## src/rtl/hazard_ctrl.sv

```systemverilog
// hazard_ctrl: forwarding selects, stage stall/flush, memory-wait FSM and perf counters.
// In: D/E/M/W register ids, write enables, load_e, pc_src_e, mem_req_m, mem_ready.
// Out: forward_a_e/forward_b_e, stall_f..stall_w, flush_d/flush_e, mem_timeout, stall_count/flush_count.
module hazard_ctrl #(
  parameter int REG_ADDR_WIDTH = 5,
  parameter int CNT_WIDTH      = 32,
  parameter int MEM_TIMEOUT    = 255
) (
  input  logic                      clk,
  input  logic                      rst_n,
  input  logic [REG_ADDR_WIDTH-1:0] rs1_d,
  input  logic [REG_ADDR_WIDTH-1:0] rs2_d,
  input  logic [REG_ADDR_WIDTH-1:0] rs1_e,
  input  logic [REG_ADDR_WIDTH-1:0] rs2_e,
  input  logic [REG_ADDR_WIDTH-1:0] rd_e,
  input  logic [REG_ADDR_WIDTH-1:0] rd_m,
  input  logic [REG_ADDR_WIDTH-1:0] rd_w,
  input  logic                      reg_write_m,
  input  logic                      reg_write_w,
  input  logic                      load_e,
  input  logic                      pc_src_e,
  input  logic                      mem_req_m,
  input  logic                      mem_ready,
  output logic [1:0]                forward_a_e,
  output logic [1:0]                forward_b_e,
  output logic                      stall_f,
  output logic                      stall_d,
  output logic                      stall_e,
  output logic                      stall_m,
  output logic                      stall_w,
  output logic                      flush_d,
  output logic                      flush_e,
  output logic                      mem_timeout,
  output logic [CNT_WIDTH-1:0]      stall_count,
  output logic [CNT_WIDTH-1:0]      flush_count
);

  typedef enum logic {RUN, MEM_WAIT} state_t;

  localparam int WW = $clog2(MEM_TIMEOUT + 1);
  localparam logic [WW-1:0] WMAX = WW'(MEM_TIMEOUT);
  localparam logic [WW-1:0] WLAST = WW'(MEM_TIMEOUT - 1);

  state_t        state;
  logic [WW-1:0] wait_cnt;
  logic          freeze;
  logic          lu;

  assign freeze = mem_req_m && !mem_ready;
  assign lu = load_e && (rd_e != '0) &&
              ((rd_e == rs1_d) || (rd_e == rs2_d));

  // M result is younger than W, so it wins.
  always_comb begin
    forward_a_e = 2'b00;
    if (reg_write_m && (rd_m != '0) && (rd_m == rs1_e))
      forward_a_e = 2'b10;
    else if (reg_write_w && (rd_w != '0) && (rd_w == rs1_e))
      forward_a_e = 2'b01;
  end

  always_comb begin
    forward_b_e = 2'b00;
    if (reg_write_m && (rd_m != '0) && (rd_m == rs2_e))
      forward_b_e = 2'b10;
    else if (reg_write_w && (rd_w != '0) && (rd_w == rs2_e))
      forward_b_e = 2'b01;
  end

  // A memory wait freezes everything, so a pending
  // redirect or bubble is held until the access ends.
  always_comb begin
    stall_f = 1'b0;
    stall_d = 1'b0;
    stall_e = 1'b0;
    stall_m = 1'b0;
    stall_w = 1'b0;
    flush_d = 1'b0;
    flush_e = 1'b0;
    priority case (1'b1)
      freeze: begin
        stall_f = 1'b1;
        stall_d = 1'b1;
        stall_e = 1'b1;
        stall_m = 1'b1;
        stall_w = 1'b1;
      end
      pc_src_e: begin
        flush_d = 1'b1;
        flush_e = 1'b1;
      end
      lu: begin
        stall_f = 1'b1;
        stall_d = 1'b1;
        flush_e = 1'b1;
      end
      default: ;
    endcase
  end

  always_ff @(posedge clk or negedge rst_n) begin
    if (!rst_n) begin
      state       <= RUN;
      wait_cnt    <= '0;
      mem_timeout <= 1'b0;
    end else begin
      unique case (state)
        RUN: begin
          if (freeze) state <= MEM_WAIT;
        end
        MEM_WAIT: begin
          if (!freeze) begin
            state    <= RUN;
            wait_cnt <= '0;
          end else if (wait_cnt != WMAX) begin
            wait_cnt <= wait_cnt + WW'(1);
            if (wait_cnt == WLAST) mem_timeout <= 1'b1;
          end
        end
        default: state <= RUN;
      endcase
    end
  end

  always_ff @(posedge clk or negedge rst_n) begin
    if (!rst_n) begin
      stall_count <= '0;
      flush_count <= '0;
    end else begin
      if (stall_f && (stall_count != '1))
        stall_count <= stall_count + CNT_WIDTH'(1);
      if (flush_e && (flush_count != '1))
        flush_count <= flush_count + CNT_WIDTH'(1);
    end
  end

endmodule

```

## config.mk

```make
export PLATFORM = sky130hd
export DESIGN_NAME = hazard_ctrl
export DESIGN_NICKNAME = d
export VERILOG_FILES = /design/src/rtl/hazard_ctrl.sv
export SDC_FILE = /design/constraint.sdc
export NUM_CORES = 1
export LEC_CHECK = 0
export BUFFER_PORTS_ARGS = -buffer_cell sky130_fd_sc_hd__buf_2
export CAP_MARGIN = 40
export CORE_MARGIN = 2
export CORE_UTILIZATION = 47
export DETAILED_ROUTE_END_ITERATION = 8
export PLACE_DENSITY = 0.87
export SYNTH_ARGS = -nofsm -noshare
export SYNTH_HDL_FRONTEND = slang
export SYNTH_SLANG_ARGS = --single-unit
```

## constraint.sdc

```tcl
create_clock -name clk -period 2.1 [get_ports clk]
set_input_delay 0.21 -clock clk [delete_from_list [all_inputs] [get_ports clk]]
set_output_delay 0.21 -clock clk [all_outputs]
set_load 0.05 [all_outputs]
```

==> results.cfg <==
[status]
status = finished, violations left
failed_checks = negative setup slack

[worst_setup_path]
worst_path_max_delay_cell = or4b_4
r2r_cells = 7
critical_path.max_stage_delay_ns = 0.51
endpoint_kind = flop
cp_max_fo = 4
crit_cells = 7
start_kind = flop
cp_cell_sequence = ha_4 -> nand3_4 -> or4_4 -> or4b_4 -> nor3_4 -> nand3_1 -> xnor2_1
criticalPathCategory = flop to flop
cp.buffers_inverters = 0
cp_data_arrival_time_ns = 2.42
cp_top_family = simple AND/OR/NAND/NOR gates
cp_data_required_time_ns = 2.33

[cts]
clk_pin_slew_ns = 0.08
clock_sinks = 74
cts_tree = done
cts_root_buffer = clkbuf_8
clk_latency_ns = 0.34
numCtsBuffers = 9
clock_path_buffers = 2
htree_num_levels = 3

[synthesis]
synthTopCellsByArea = dfrtp_1 (46%), xor2_1 (12%), xnor2_1 (8.9%)
avgSynthCellArea_um2 = 9.905
ys.warnings.count = 0
yosysMostFrequentCell = dfrtp_1
yosys.area_share.simple = 0.2684
synthCells = 408
synth_fa_ha_area_frac = 0.01238
muxShareOfSynthArea = 0.002786
synth_cell_types = 42
synth_edf_count = 0
yosysSeqAreaShare = 0.4582
synth_common_cells = dfrtp_1 (74), xor2_1 (56), xnor2_1 (41)
synth_seq_cells = 74
yosysTopAreaCellShare = 0.4582
synth_compound_area_frac = 0.02508
synth_nets = 455
synth_top_area_cell = dfrtp_1
synth-xor-area-share = 0.2102
synthFlopType = dfrtp_1
synth_top_family_by_area = simple AND/OR/NAND/NOR gates
syn_area_mm2 = 0.004041
async_flop_share = 1.000

[place]
dpl.hpwl_mm = 7.990
io_buffers = 118
place_congestion = 0.9835

[final_layout]
nets = 624
num_antenna_cells = 0
syn_to_final_growth_pct = 38.08
drive_gt1_frac = 0.4433

[route]
wirelength_mm = 10.61
drc_errors = 0
postRouteAntennaNets = 0
routed-via-count = 3781
drtIter0Drc = 111
vias_per_cell = 5.504
routedWlPerCell_um = 15.44
drtPass1Iterations = 4

[power]
peakVddDrop_v = 0.0008787
p_per_area_mw_per_mm2 = 868.6
pwr-share-comb = 0.326
p_seq_frac = 0.377
switching_share = 0.3727
finalPower_mw = 4.847
power_switching_mw = 1.807
leakagePower_nw = 2.596
p_int_mw = 3.040
clockPowerShare = 0.297

[floorplan]
fp.dieH_um = 96.73
ios = 119
fp.dieW_um = 96.73
die_area_mm2 = 0.009357
core_mm2 = 0.008258
initial_core_util = 0.4894
row_count = 33

[timing]
finalMaxSlewViolations = 0
rsz0062_at_grt = true
fin_crit_sh = 1.046
maxSlewHeadroom = 0.6354
setup_violations = 5
min_period_ns = 2.196
worst_slew_pin_slew_ns = 0.5428
skew_ns = 0.01024
fin_ws_ns = -0.09556
finalHoldViolations = 0
max_freq_mhz = 455.5
whs_ns = 0.2864

[min_path]
hp-class = input port to flop
min_delay_path_depth = 4

[grt]
grt_use_total = 0.2229
grt_pass1_vias = 3767
grt_max_degree = 56
grt_pass1_wl_mm = 17.36
grt_antenna_before_repair = 0
grt_overflow_total = 0

[job]
drv_cap = 0
==> path summary, 6_finish.rpt <==
kind,from,slack (ns),end
worst max register to register,flush_count[0],-0.1,flush_count[30]
worst min-delay path,mem_req_m,0.29,state
worst min register to register,mem_timeout,0.45,mem_timeout
worst max-delay path,flush_count[0],-0.1,flush_count[30]
min in group asynchronous,rst_n,0.38,flush_count[0]
max in group asynchronous,rst_n,1.04,stall_count[4]
==> layer usage <==
| layer | vias up | global-route usage | wire, µm |
|---|---|---|---|
| met4 | 0 | 0.09967 | 267 |
| li1 | 1785 | - | - |
| met1 | 1826 | 0.2786 | 4384 |
| met3 | 27 | 0.03468 | 573 |
| met5 | - | 0 | 0 |
| met2 | 143 | 0.3809 | 5382 |
==> tightest hold or removal path, stage by stage <==
cell and delay (ns):
buf_2 0.07, nand2b_1 0.07, inv_1 0.09, buf_4 0.14
==> sequential cells by signal, summed over array words and instances (netlist names) <==
signal / cells
flush_count: 32
state: 1
wait_cnt: 8
stall_count: 32
mem_timeout: 1
==> repair_timing <==
item | 4_1_cts | 5_1_grt
gates resized for setup | 2 | 11
setup buffers | 1 | 1
hold endpoints to repair | 19 | 0
endpoints found under the setup margin | 12 | 29
hold buffers | 1 | 0
pin swaps | 4 | 4
==> layout by cell type, fill, tap and decap left out, types with 9 or more instances in the layout <==
cell type  netlist  routed
clkbuf_8         0       9
nand2_1         34      33
nor3_1          26      21
nand3_1         31      29
buf_2            5     117
dfrtp_1         74      34
buf_4            3      49
nor2_1          29      28
dfrtp_2          0      40
nand4_1         31      31
xnor2_1         41      41
xor2_1          56      56
==> through the flow <==
stage	instances	setup slack, ns	instance area (µm²)	utilization	setup TNS (ns)
6_report	687	-0.09556	5580	0.6758	-0.3483
5_1_grt	687	-0.1733	5580	0.6758	-0.8224
4_1_cts	686	-0.1507	5529	0.6695	-0.5752
3_5_place_dp	668	-0.1429	5238	0.6342	-0.7195
3_3_place_gp	668	-0.09998	5238	0.6342	-0.2554
2_1_floorplan	408	-0.3533	4204	-	-1.639
==> cell families (layout without fill, tap and decap cells) <==
kind of cell	count (synthesis)	count (layout)
AOI/OAI and AO/OA	14	14
xor gates and xnor gates	97	97
adders and majority gates	4	4
buffers and inverters	20	194
DFF	74	74
muxes	1	1
and+or+nand+nor	198	198
==> power groups by stage <==
stage          logic [mW]  registers (mW)  clock network (mW)
3_3_place_gp         1.51            1.83                   0
6_report             1.58            1.83                1.44
2_1_floorplan       0.432            2.42                   0
4_1_cts              1.56            1.82                1.47
5_1_grt              1.68            1.85                1.53
3_5_place_dp         1.56            1.85                   0
==> area by class of cell <==
type / instances / area [µm²]
well taps: 105 / 131.4
multi-input cells: 314 / 2250
fillers: 642 / 2678
repair buffers: 170 / 1002
clock inverters: 7 / 141.4
clock buffers: 9 / 123.9
inverters: 8 / 30.03
flip-flops and latches: 74 / 1902
(Power assumes the default switching activity.)
